==> src/rtl/bp_fe_fetch_seq.sv <==
// bp_fe_fetch_seq: front-end fetch sequencer.
// Owns the fetch PC and decides each cycle whether a fetch goes to the
// I-cache/I-TLB. It handles boot, I-cache miss replay, backend redirects
// and misaligned-redirect faults.
// Optional feature macro: BP_FE_FETCH_SEQ_PERF_EN builds the saturating
// miss and stall counters. Without it, miss_cnt_o and stall_cnt_o are tied
// to zero and no counter flops exist.
module bp_fe_fetch_seq #(
  parameter int                       eaddr_width_p = 64,
  parameter logic [eaddr_width_p-1:0] bp_first_pc_p = 64'h8000_0000
) (
  input  logic                     clk_i,
  input  logic                     reset_n_i,
  input  logic                     redirect_v_i,
  input  logic [eaddr_width_p-1:0] redirect_pc_i,
  output logic                     redirect_ready_o,
  input  logic [eaddr_width_p-1:0] next_pc_i,
  input  logic                     queue_ready_i,
  input  logic                     icache_ready_i,
  input  logic                     icache_miss_i,
  output logic                     fetch_v_o,
  output logic [eaddr_width_p-1:0] fetch_pc_o,
  output logic                     fetch_squash_o,
  output logic                     misalign_v_o,
  output logic [31:0]              miss_cnt_o,
  output logic [31:0]              stall_cnt_o
);

  typedef enum logic [1:0] {
    BOOT = 2'd0,
    RUN  = 2'd1,
    MISS = 2'd2,
    HALT = 2'd3
  } state_e;

  state_e                   state_q, state_d;
  logic [eaddr_width_p-1:0] pc_q, pc_d;
  logic [eaddr_width_p-1:0] inflight_pc_q, inflight_pc_d;
  logic                     inflight_v_q, inflight_v_d;
  logic                     misalign_q, misalign_d;

  logic redirect_acc;
  logic redirect_misaligned;
  logic miss_acc;
  logic issue;

  // A redirect is taken in every state except BOOT; a miss only counts when
  // the previous cycle actually issued a fetch.
  assign redirect_acc        = redirect_v_i & (state_q != BOOT);
  assign redirect_misaligned = |redirect_pc_i[1:0];
  assign miss_acc            = (state_q == RUN) & icache_miss_i & inflight_v_q;
  assign issue               = fetch_v_o & icache_ready_i;

  // State register, cleared asynchronously to BOOT.
  always_ff @(posedge clk_i or negedge reset_n_i) begin
    if (!reset_n_i) state_q <= BOOT;
    else            state_q <= state_d;
  end

  // Next-state logic: accepted redirect beats a miss, which beats issue.
  always_comb begin
    state_d = state_q;
    unique case (state_q)
      BOOT: state_d = RUN;
      RUN: begin
        if (redirect_acc) begin
          if (redirect_misaligned)                    state_d = HALT;
          else if (icache_miss_i & ~icache_ready_i)   state_d = MISS;
          else                                        state_d = RUN;
        end else if (miss_acc) begin
          state_d = MISS;
        end
      end
      MISS: begin
        if (redirect_acc) begin
          if (redirect_misaligned)   state_d = HALT;
          else if (~icache_ready_i)  state_d = MISS;
          else                       state_d = RUN;
        end else if (icache_ready_i) begin
          state_d = RUN;
        end
      end
      HALT: begin
        // Only an aligned redirect clears the fault.
        if (redirect_acc & ~redirect_misaligned) state_d = RUN;
      end
      default: state_d = BOOT;
    endcase
  end

  // Combinational request-side outputs.
  always_comb begin
    redirect_ready_o = (state_q != BOOT);
    fetch_v_o        = (state_q == RUN) & queue_ready_i & ~icache_miss_i & ~redirect_v_i;
    fetch_squash_o   = redirect_acc ? inflight_v_q : miss_acc;
  end

  // PC / in-flight next values. A misaligned target is never loaded into the
  // PC; the in-flight tag only survives a cycle that actually issued.
  always_comb begin
    pc_d          = pc_q;
    inflight_pc_d = inflight_pc_q;
    inflight_v_d  = 1'b0;
    misalign_d    = redirect_acc & redirect_misaligned;
    if (redirect_acc) begin
      if (!redirect_misaligned) pc_d = redirect_pc_i;
    end else if (miss_acc) begin
      pc_d = inflight_pc_q;
    end else if (issue) begin
      pc_d          = next_pc_i;
      inflight_pc_d = pc_q;
      inflight_v_d  = 1'b1;
    end
  end

  // PC, in-flight tag and fault pulse registers.
  always_ff @(posedge clk_i or negedge reset_n_i) begin
    if (!reset_n_i) begin
      pc_q          <= bp_first_pc_p;
      inflight_pc_q <= '0;
      inflight_v_q  <= 1'b0;
      misalign_q    <= 1'b0;
    end else begin
      pc_q          <= pc_d;
      inflight_pc_q <= inflight_pc_d;
      inflight_v_q  <= inflight_v_d;
      misalign_q    <= misalign_d;
    end
  end

  assign fetch_pc_o   = pc_q;
  assign misalign_v_o = misalign_q;

`ifdef BP_FE_FETCH_SEQ_PERF_EN
  logic [31:0] miss_cnt_q;
  logic [31:0] stall_cnt_q;
  logic        miss_inc;
  logic        stall_inc;

  assign miss_inc  = (state_q == RUN) & (state_d == MISS);
  assign stall_inc = ((state_q == RUN) & ~fetch_v_o) | (state_q == MISS);

  // Saturating event counters; they stick at all-ones rather than wrap.
  always_ff @(posedge clk_i or negedge reset_n_i) begin
    if (!reset_n_i) begin
      miss_cnt_q  <= '0;
      stall_cnt_q <= '0;
    end else begin
      if (miss_inc && (miss_cnt_q != 32'hFFFF_FFFF))   miss_cnt_q  <= miss_cnt_q + 32'd1;
      if (stall_inc && (stall_cnt_q != 32'hFFFF_FFFF)) stall_cnt_q <= stall_cnt_q + 32'd1;
    end
  end

  assign miss_cnt_o  = miss_cnt_q;
  assign stall_cnt_o = stall_cnt_q;
`else
  assign miss_cnt_o  = 32'd0;
  assign stall_cnt_o = 32'd0;
`endif

endmodule

==> config.mk <==
export PLATFORM = sky130hd
export DESIGN_NAME = bp_fe_fetch_seq
export DESIGN_NICKNAME = d
export VERILOG_FILES = /design/src/rtl/bp_fe_fetch_seq.sv
export SDC_FILE = /design/constraint.sdc
export NUM_CORES = 1
export LEC_CHECK = 0
export ABC_CLOCK_PERIOD_IN_PS = 2100
export CAP_MARGIN = 30
export CORE_UTILIZATION = 40
export CTS_CLUSTER_SIZE = 40
export DETAILED_ROUTE_END_ITERATION = 10
export GPL_TIMING_DRIVEN = 1
export PLACE_DENSITY = 0.77
export RECOVER_POWER = 50
export SETUP_SLACK_MARGIN = 0.2
export SLEW_MARGIN = 20
export SYNTH_ARGS = -nofsm -noshare
export SYNTH_HDL_FRONTEND = slang
export SYNTH_SLANG_ARGS = --single-unit
export TNS_END_PERCENT = 20
==> constraint.sdc <==
create_clock -name clk_i -period 2.1 [get_ports clk_i]
set_clock_uncertainty 0.05 [all_clocks]
set_input_delay 0.525 -clock clk_i [delete_from_list [all_inputs] [get_ports clk_i]]
set_output_delay 0.525 -clock clk_i [all_outputs]
set_load 0.005 [all_outputs]
======== Word-level counts from Yosys, hierarchy flattened ========
Cells that the tools add are included.
W data, S select, Z words.
word-level totals
  logic and storage cells ................. 53
  output and inout bits ................... 132
  bits in registers ....................... 132
  input port bits ......................... 134
cells by class
  bitwise operators ....................... 16
  reduce and logical (&&, ||, !) cells .... 7
  equality and inequality tests ........... 7
  muxes and demuxes ....................... 18
operators by type and width
  operator              number
  $mux W64              4
  $mux W2               9
  $and A1 B1 Y1         10
  $pmux W2 S4           1
  $ne A3 B3 Y1 const B  2
  $not A1 Y1            6
  $reduce_and A3 Y1     2
  $eq A2 B2 Y1 const B  2
  $mux W1               4
  $ne A2 B2 Y1 const B  2
  $reduce_bool A3 Y1    1
  $eq A2 B1 Y1 const B  1
  $logic_not A2 Y1      1
  $reduce_and A2 Y1     1
  $reduce_bool A2 Y1    1
  $reduce_or A2 Y1      1

======== Logic depth before layout (Yosys ltp) ========
Gate-level depths: netlist of run 1.
  word-level depth ........................ 8
  gate-level depth with buffers ........... 9
  depth with buffers taken out ............ 6

======== Least setup slack after synthesis of run 1 ========
No wires, ideal clock.
  path type ............................... register to output
  start point ............................. register state_q[0]
  end point ............................... output port fetch_squash_o
  stages on the path, launching flop included .. 6
  data arrival time ....................... 1.523 ns
  slack ................................... 0.002 ns
  buffers on the path ..................... 2
  required time ........................... 1.525 ns
  path through ............................ dfrtp_1 -> ha_1 -> nand3_1 -> clkbuf_1 -> clkbuf_1 -> a21boi_0
on the way
  longest elaborated chain between the ends .. 4
  elaborated cells on any way between the ends .. 6
  classes of those cells .................. 1 x eq/ne; 1 x mux; 3 x bitwise; 1 x reduce/logical
RTL lines
  what                        line  source
  start: declaration          36    state_e state_q, state_d;
  start signal: assignment    57    else state_q <= state_d;
  $eq A2 B1 Y1                51    assign miss_acc = (state_q == RUN) & icache_miss_i & inflight_v_q;
  $and A1 B1 Y1 (2 in a row)  51
  $mux W1 *                   95    fetch_squash_o = redirect_acc ? inflight_v_q : miss_acc;
  end: declaration            23    output logic fetch_squash_o,
Every way passes the cells marked *; elsewhere a longest branch is shown, timed or not.

======== Worst setup path after layout of run 1 ========
  start point ............................. register state_q[0]
  end point ............................... register pc_q[49], in the netlist fetch_pc_o[49]
on the way
  longest elaborated chain between the ends .. 7
  elaborated cells on any way between the ends .. 14
  classes of those cells .................. 2 x eq/ne; 2 x mux; 7 x bitwise; 3 x reduce/logical
RTL lines
  what                          line    source
  $eq A2 B1 Y1                  51, 94
  $and A1 B1 Y1 (3 in a row)    94      fetch_v_o = (state_q == RUN) & queue_ready_i & ~icache_miss_i & ~redirect_v_i;
  $and A1 B1 Y1                 52      assign issue = fetch_v_o & icache_ready_i;
  $reduce_bool A3 Y1 (no line)  -
  $reduce_and A2 Y1 (no line)   -
  end signal: assignment        119     pc_q <= bp_first_pc_p;
  end signal: assignment        124     pc_q <= pc_d;
  end: declaration              37      logic [eaddr_width_p-1:0] pc_q, pc_d;
Parallel ways exist; a longest one is shown, timed or not.
A chain may end at the register's enable or synchronous reset.

==> impl_metrics.yaml, run 1 <==
floorplan:
  num_io_pins: 266
  die_area_mm2: 0.0175
  fp.dieH_um: 132
  fp-row-count: 47
  die_w_um: 132
  coreArea_mm2: 0.0166
  start_util: 0.408
power:
  p_sw_mw: 4.20
  comb_power_share: 0.441
  power_density_mw_per_mm2: 1290
  leakagePower_nw: 5.36
  internal_power_mw: 9.57
  p_seq_frac: 0.349
  swShare: 0.305
  finalPower_mw: 13.8
  p_clk_frac: 0.211
  vdd_ir_drop_max_mv: 0.579
finish:
  layout_commonest_cell: "clkdlybuf4s50_1"
  fin_cells: 1116
  design_area_mm2: 0.0107
  final_core_util: 0.644
  final_cell_mix: "clkdlybuf4s50_1 (134), dfrtp_1 (131), mux2_4 (129), a21oi_1 (97), nand2_1 (67)"
  antenna_cells: 0
  syn_to_final_growth_pct: 57.7
  finalNetCount: 1021
  drive_above_1_share: 0.286
global_route:
  grt_antenna_before_repair: 0
  grt_use_total: 0.230
  grt_pass1_vias: 5716
  overflow: 0
  grt_pass1_wl_um: 31300
  grt_max_degree: 65
route:
  dr.pass1.iters: 5
  detail-route-antenna-nets: 0
  drt_first_iter_violations: 303
  vias: 5612
  viasPerCell: 5.03
  wl_per_cell_um: 18.2
  drc: 0
  wirelength_um: 20300
sta:
  setup_tns_ps: -2420
  finalCritPeriodShare: 1.03
  finalSetupViolCount: 104
  fin_hold_ws_ps: 460
  setup_ws_ps: -56.4
  grt_setup_unrepaired: "true"
  slew_headroom: 0.390
  hold_violations: 0
  worst_pin_slew_ps: 915
  final_max_slew_viol_count: 0
  final.min_clock_period_ps: 2160
  fmax_ghz: 0.464
setup_path:
  arrival_ps: 2400
  path_class: "register to register"
  crit_path_start_kind: "register"
  critical_path_peak_fanout: 18
  r2r-start: "state_q[0]$_DFFE_PN0P_"
  reg2reg_setup_slack_ps: -60
  worst_r2r_path_depth: 10
  end_kind: "register"
  rr_endpoint: "fetch_pc_o[49]$_DFFE_PN0P_"
  worstPathRequired_ps: 2340
min_path:
  min_to: "inflight_pc_q[30]$_DFFE_PN0P_"
  min_path_type: "register to register"
  min-delay-start: "inflight_pc_q[30]$_DFFE_PN0P_"
  min_path_cells: 1
cts:
  clock-root-buffer: "clkbuf_16"
  clkSlewWorstSetupHoldPaths_ps: 50
  cts.sinks: 132
  cts_tree: "built"
  insertion_delay_ps: 410
  cts.htree.levels: 4
  cts_buffers: 17
  clockBufferDepth: 2
synth:
  ys_seq_elements: 132
  ys_seq_area_frac: 0.488
  avgSynthCellArea_um2: 10.4
  yosysWarnings: 0
  syn_area_mm2: 0.00677
  synth.distinct_cells: 27
  syn_inst: 654
placed_design:
  pre_cts_ws_ps: -592
  dp_cells: 1059
  io_buffers: 201
  hpwlAfterDp_um: 11300
  dpl_cell_area_mm2: 0.00901
  gp_congestion: 0.798
status:
  violations: "setup timing"
  status: "finished with violations"
run:
  maxCapViolCount: 0
[sequential cells by signal (all words and copies together), names as in the netlist]
name           cells
inflight_pc_q     64
fetch_pc_o        64
state_q            2
inflight_v_q       1
misalign_v_o       1
[power by group through the flow]
stage          Combinational (mW)  Clock [mW]  Sequential, mW
2_1_floorplan                2.50           0            4.53
3_3_place_gp                 4.62           0            4.60
3_5_place_dp                 4.72           0            4.66
4_1_cts                      5.80        2.93            4.75
5_1_grt                      6.46        3.05            4.96
6_report                     6.07        2.90            4.80
[cells in the mapped netlist]
cell      count  area share
nand2_1      68       0.038
buf_1         7      0.0039
a21boi_0      1      0.0011
and3_1        1     0.00092
a31oi_4       1      0.0031
buf_2         8      0.0059
o21ai_0       2      0.0015
mux2_2      125        0.21
nand3_1       2      0.0015
a21oi_1     127       0.094
dfstp_2       1      0.0039
conb_1        1     0.00055
buf_4        70       0.078
o211ai_1      1      0.0011
dfrtp_1     131        0.48
a21o_1        2      0.0022
nor2_1       65       0.036
mux2i_1       1      0.0015
nand2b_1      1     0.00092
mux2_1        4      0.0067
ha_1          4      0.0074
a221oi_1      1      0.0013
inv_1         6      0.0033
nor2b_1       1     0.00092
and4bb_1      1      0.0018
o2111a_1      1      0.0017
clkbuf_1     21       0.012
[repair_timing]
| item | 4_1_cts | 5_1_grt |
|---|---|---|
| hold buffers | 1 | 0 |
| pin swaps | 18 | 7 |
| hold endpoints to repair | 31 | 0 |
| buffers inserted | 13 | 2 |
| cloned | 7 | 2 |
| gates resized for setup | 188 | 71 |
| setup endpoints to repair | 159 | 163 |
[final cells by class]
class                   instances  area, um^2
repair buffers                253        2810
clock buffers                  25         515
well taps                     220         275
fillers                      1291        5900
flip-flops and latches        132        3300
clock inverters                 7        70.1
inverters                       6        22.5
multi-input cells             473        3690
[logic make-up after synthesis]
group                    Yosys count  synth area share
flip-flops                       132             0.488
multiplexers                     130             0.216
other                              1          0.000554
adder cells (fa/ha/maj)            4           0.00739
AO/OA/AOI/OAI                    136             0.106
AND/OR/NAND/NOR                  139            0.0798
buffers and inverters            112             0.102
[worst max path at each step]
| stage | startpoint | depth (start not counted) | endpoint | slack [ps] |
|---|---|---|---|---|
| floorplan | state_q[1]$_DFFE_PN0P_ | 7 | fetch_pc_o[23]$_DFFE_PN0P_ | 130 |
| global placement | redirect_v_i | 7 | fetch_pc_o[49]$_DFFE_PN0P_ | -530 |
| finish | state_q[0]$_DFFE_PN0P_ | 10 | fetch_pc_o[49]$_DFFE_PN0P_ | -60 |
| CTS | state_q[1]$_DFFE_PN0P_ | 10 | fetch_pc_o[37]$_DFFE_PN0P_ | -30 |
| detailed placement | redirect_v_i | 7 | fetch_pc_o[60]$_DFFE_PN0P_ | -590 |
| global route | state_q[1]$_DFFE_PN0P_ | 10 | fetch_pc_o[37]$_DFFE_PN0P_ | -110 |
[metal layers]
layer	routed length, um	track usage	vias to the layer above
li1	-	-	2555
met1	8700	0.302	2789
met2	10200	0.378	234
met3	1040	0.0492	34
met4	341	0.0743	0
met5	0	0	-
[critical path, cell delays in order, from the launching register on]
cell and delay [ps]:
dfrtp_1 400, buf_6 130, ha_4 160, buf_6 120, buf_4 130, buf_6 120
and3_4 210, buf_12 180, a21oi_1 160, a21oi_1 100, mux2_4 260
(Power assumes the default switching activity.)
==> run 2, diff against run 1 <==
Settings changed: ABC_AREA from default to 1.
==> impl_metrics.yaml, run 2 <==
status:
  status: "finished, final reports clean"
synth:
  yosysWarnings: 0
  syn_area_mm2: 0.00702
  ys_seq_elements: 132
  ys_seq_area_frac: 0.470
  synthMuxAreaShare: 0
  yosysTopAreaCellShare: 0.467
  yosys-top-cells-area: "dfrtp_1 (47%), nand2_1 (25%), nand3_1 (9.8%)"
  postSynth.asyncResetShare: 1.00
  synth.top_cells.by_count: "nand2_1 (467), nand3_1 (137), dfrtp_1 (131), buf_4 (70), or2_2 (62)"
  synth_top_family_by_area: "simple AND/OR/NAND/NOR gates"
  synthAdderAreaFrac: 0.00713
  synth_edf_count: 0
  synth_ff_type: "dfrtp_1"
  yosysMostFrequentCell: "nand2_1"
  synth_xor_area_frac: 0
  synth-simple-area-share: 0.407
  syn_inst: 943
  synth_compound_area_frac: 0.00410
  synth_top_area_cell: "dfrtp_1"
  avgSynthCellArea_um2: 7.45
  synth.distinct_cells: 19
placed_design:
  io_buffers: 201
  gp_congestion: 0.795
  hpwlAfterDp_um: 12800
global_route:
  grt_max_degree: 76
  grt_use_total: 0.222
  grt_pass1_vias: 6394
  grt_pass1_wl_um: 31700
  grt_antenna_before_repair: 0
  overflow: 0
finish:
  syn_to_final_growth_pct: 41.4
  antenna_cells: 0
  final_core_util: 0.576
  finalNetCount: 1286
  layout_commonest_cell: "nand2_1"
  final_cell_mix: "nand2_1 (464), clkdlybuf4s50_1 (194), nand3_1 (135), dfrtp_1 (131), conb_1 (64)"
  drive_above_1_share: 0.131
setup_path:
  critical_path_peak_fanout: 3
  slowest_delay_ps: 390
  crit_path_start_kind: "register"
  rr_endpoint: "fetch_pc_o[61]$_DFFE_PN0P_"
  slowest_stage: "dfrtp_1"
  path_cells: "inv_2 -> ha_4 -> nand3_2 -> nand2_2 -> buf_2"
  end_kind: "output port"
  arrival_ps: 1400
  path_class: "register to output port"
  worstPathRequired_ps: 1520
  worst_r2r_path_depth: 10
  reg2reg_setup_slack_ps: 140
  r2r-start: "state_q[0]$_DFFE_PN0P_"
run:
  maxCapViolCount: 0
power:
  vdd_ir_drop_max_mv: 0.602
  leakagePower_nw: 5.03
  power_density_mw_per_mm2: 1260
cts:
  cts.sinks: 132
  clkSlewWorstSetupHoldPaths_ps: 60
  insertion_delay_ps: 410
  cts.htree.levels: 4
  cts_buffers: 17
  cts_tree: "built"
  clock-root-buffer: "clkbuf_16"
  clockBufferDepth: 2
route:
  detail-route-antenna-nets: 0
  viasPerCell: 4.73
  vias: 6562
  drt_first_iter_violations: 453
  drc: 0
  wl_per_cell_um: 13.9
  dr.pass1.iters: 4
  wirelength_um: 19300
sta:
  slew_headroom: 0.310
  grt_setup_unrepaired: "true"
  final_max_slew_viol_count: 0
  final.min_clock_period_ps: 1980
  worst_pin_slew_ps: 1040
  finalSetupViolCount: 0
  fmax_ghz: 0.506
  finalCritPeriodShare: 0.941
  hold_violations: 0
  fin_hold_ws_ps: 407
min_path:
  min_path_type: "input port to asynchronous set/reset pin"
floorplan:
  fp.dieH_um: 135
  coreArea_mm2: 0.0172
  die_w_um: 135
  die_area_mm2: 0.0181
  fp-row-count: 48
  start_util: 0.408
  num_io_pins: 266
[run 2: changes by cell type in the layout (fill, tap and decap cells not counted), moves of 60 or more]
cell,change
a21oi_1,-97
mux2_4,-129
nor2_1,-61
nand2_1,+397
or2_2,+62
nand3_1,+134
clkdlybuf4s50_1,+60
[run 2: how the worst max path moves through the flow]
stage,from,to,slack (ps)
after floorplan,state_q[1]$_DFFE_PN0P_,fetch_squash_o,310
after global placement,redirect_v_i,fetch_squash_o,-360
after detailed placement,redirect_v_i,fetch_squash_o,-330
after CTS,icache_miss_i,fetch_squash_o,90
after global routing,state_q[1]$_DFFE_PN0P_,inflight_pc_q[50]$_DFFE_PN0P_,40
final,state_q[1]$_DFFE_PN0P_,fetch_squash_o,120
[run 2: cell families after synthesis]
| logic type | Yosys count |
|---|---|
| other cells | 1 |
| flops | 132 |
| buf+inv | 130 |
| compound gates | 3 |
| simple gates | 673 |
| fa+ha+maj | 4 |
[run 2: where the power goes]
part	switching, mW	internal (mW)	total (mW)
sequential	0.843	3.79	4.63
combinational	2.16	2.50	4.66
clock	1.13	2.05	3.17
[run 2: routing by layer]
layer	global-route usage	up-vias	wire length, um
met4	0.0811	0	420
met5	0	-	0
met2	0.373	205	9530
met1	0.287	3110	8500
li1	-	3218	-
met3	0.0379	29	853
[run 2: area by class of cell]
cell class | count | area (um^2)
Multi-Input combinational cell | 744 | 3250
Tap cell | 225 | 282
Fill cell | 1586 | 7310
Clock inverter | 13 | 181
Sequential cell | 132 | 3300
Clock buffer | 19 | 453
Inverter | 12 | 45.0
Timing Repair Buffer | 241 | 2420
[run 2: what timing repair did]
item                                    CTS  global route
pin swaps                                 2             0
resized for setup                        25             2
endpoints found under the setup margin   99           129
buffers inserted                          7             1
hold endpoints to repair                  2             0
hold buffers                              1             0
[run 2: worst max-delay path: cells and delay by family (launching register included)]
family	cells	cell delay [ps]
fa+ha+maj	1	160
buf+inv	2	240
flops	1	390
simple gates	2	210
[run 2: stage by stage]
stage | setup WS [ps] | instance area (um^2) | std cells | total power [mW] | TNS (ps)
floorplan | 308 | 7260 | 1006 | 6.80 | 0
global placement | -360 | 9230 | 1345 | 8.99 | -14680
detailed placement | -326 | 9230 | 1345 | 9.16 | -16380
CTS | 90.4 | 9960 | 1385 | 12.6 | 0
global route | 36.0 | 9930 | 1386 | 13.3 | 0
finish | 123 | 9930 | 1386 | 12.5 | 0
==> run 3, diff against run 2 <==
Settings changed: CORE_MARGIN from default to 10, REMOVE_ABC_BUFFERS from default to 1.
==> impl_metrics.yaml, run 3 (synthesis gave the netlist of run 2 again) <==
global_route:
  grt_max_degree: 67
  grt_use_total: 0.188
  grt_pass1_wl_um: 36300
  grt_pass1_vias: 6865
  grt_antenna_before_repair: 0
  overflow: 0
sta:
  grt_setup_unrepaired: "true"
  finalSetupViolCount: 0
  final.min_clock_period_ps: 2020
  slew_headroom: 0.316
  hold_violations: 0
  finalCritPeriodShare: 0.961
  fin_hold_ws_ps: 427
  final_max_slew_viol_count: 0
  fmax_ghz: 0.496
  worst_pin_slew_ps: 1030
setup_path:
  arrival_ps: 1440
  worst_r2r_path_depth: 12
  reg2reg_setup_slack_ps: 90
  cp_num_buf_inv: 2
  crit_path_start_kind: "register"
  critical_path_peak_fanout: 3
  path_cells: "inv_2 -> ha_4 -> nand2_4 -> nor3_4 -> buf_2"
  worstPathRequired_ps: 1520
  path_class: "register to output port"
  slowest_stage: "dfrtp_1"
  cpLargestDelayFamily: "flip-flops"
  slowest_delay_ps: 410
  rr_endpoint: "fetch_pc_o[14]$_DFFE_PN0P_"
  end_kind: "output port"
  r2r-start: "state_q[0]$_DFFE_PN0P_"
floorplan:
  start_util: 0.408
  num_io_pins: 266
  die_w_um: 153
  die_area_mm2: 0.0233
  coreArea_mm2: 0.0172
  fp.dieH_um: 153
  fp-row-count: 48
status:
  status: "finished, final reports clean"
finish:
  antenna_cells: 0
  drive_above_1_share: 0.143
  layout_commonest_cell: "nand2_1"
  final_cell_mix: "nand2_1 (464), clkdlybuf4s50_1 (193), nand3_1 (134), dfrtp_1 (131), conb_1 (64)"
  syn_to_final_growth_pct: 46.3
  finalNetCount: 1301
  design_area_mm2: 0.0103
power:
  vdd_ir_drop_max_mv: 0.617
  leakagePower_nw: 5.18
  power_density_mw_per_mm2: 1280
placed_design:
  dpl_cell_area_mm2: 0.00920
  io_buffers: 201
  hpwlAfterDp_um: 15000
  gp_congestion: 0.810
route:
  drc: 0
  wl_per_cell_um: 16.9
  vias: 6719
  dr.pass1.iters: 5
  drt_first_iter_violations: 370
  detail-route-antenna-nets: 0
  wirelength_um: 23700
  viasPerCell: 4.80
cts:
  clockBufferDepth: 2
  clock-root-buffer: "clkbuf_16"
  cts.htree.levels: 4
  cts.sinks: 132
  cts_tree: "built"
  cts_buffers: 17
  insertion_delay_ps: 410
  clkSlewWorstSetupHoldPaths_ps: 50
run:
  maxCapViolCount: 0
min_path:
  min_to: "inflight_pc_q[63]$_DFFE_PN0P_"
  min-delay-start: "inflight_pc_q[63]$_DFFE_PN0P_"
  min_path_type: "register to register"
  min_path_cells: 2
## run 3: cell count changes in the layout (fill, tap and decap cells not counted), sizes merged
| cell | before | now |
|---|---|---|
| buf | 36 | 46 |
| bufinv | 4 | 3 |
| clkbuf | 25 | 31 |
| clkdlybuf4s15 | 1 | 0 |
| clkdlybuf4s25 | 0 | 1 |
| clkdlybuf4s50 | 194 | 193 |
| clkinv | 7 | 5 |
| clkinvlp | 2 | 4 |
| dlygate4sd2 | 2 | 3 |
| dlymetal6s2s | 1 | 0 |
| inv | 12 | 13 |
## run 3: worst max path at each step
stage / endpoint / cells past startpoint / slack, ps / startpoint
after floorplan: fetch_pc_o[31]$_DFFE_PN1P_ / 9 / -3680 / state_q[1]$_DFFE_PN0P_
after global placement: fetch_squash_o / 6 / -250 / redirect_v_i
after detailed placement: fetch_v_o / 4 / -300 / redirect_v_i
after CTS: fetch_v_o / 5 / 40 / state_q[1]$_DFFE_PN0P_
after global routing: inflight_pc_q[23]$_DFFE_PN0P_ / 10 / -20 / state_q[1]$_DFFE_PN0P_
final: fetch_v_o / 5 / 80 / state_q[1]$_DFFE_PN0P_
## run 3: power by group
part | internal [mW] | switching [mW]
clock network | 1.89 | 1.12
logic | 2.94 | 2.49
registers | 3.79 | 0.889
## run 3: area by class of cell
type,instances,area [um^2]
Clock buffer,19,443
Clock inverter,13,158
Fill cell,1540,6960
Inverter,12,45.0
Multi-Input combinational cell,744,3270
Sequential cell,132,3300
Tap cell,225,282
Timing Repair Buffer,256,2770
## run 3: repair_timing
item / 4_1_cts / 5_1_grt
hold buffers: 1 / 0
gates cloned: 3 / 10
setup buffers: 10 / 3
pin swaps: 3 / 6
setup endpoints to repair: 174 / 189
gates resized for setup: 23 / 23
endpoints found under the hold margin: 22 / 0
## run 3: per-stage QoR
step	setup slack (ps)	instances	TNS, ps	utilization	total power [mW]
6_report	81.9	1401	0	0.596	13.1
5_1_grt	-18.2	1401	-42.3	0.596	14.0
4_1_cts	38.1	1388	0	0.580	12.7
3_5_place_dp	-299	1342	-24640	0.534	9.25
3_3_place_gp	-255	1342	-19940	0.534	9.08
2_1_floorplan	-3680	888	-345270	-	6.63
## run 3: per-layer routing
layer | vias to the layer above | part of all wire | track usage
met5 | - | 0 | 0
li1 | 3246 | - | -
met1 | 3169 | 0.43 | 0.232
met2 | 288 | 0.48 | 0.310
met4 | 0 | 0.0096 | 0.0409
met3 | 16 | 0.080 | 0.0649
## run 3: tightest hold or removal path, stage by stage, from the launching register on
cell and delay (ps):
dfrtp_1 340, nand2_1 50, nand2_1 50
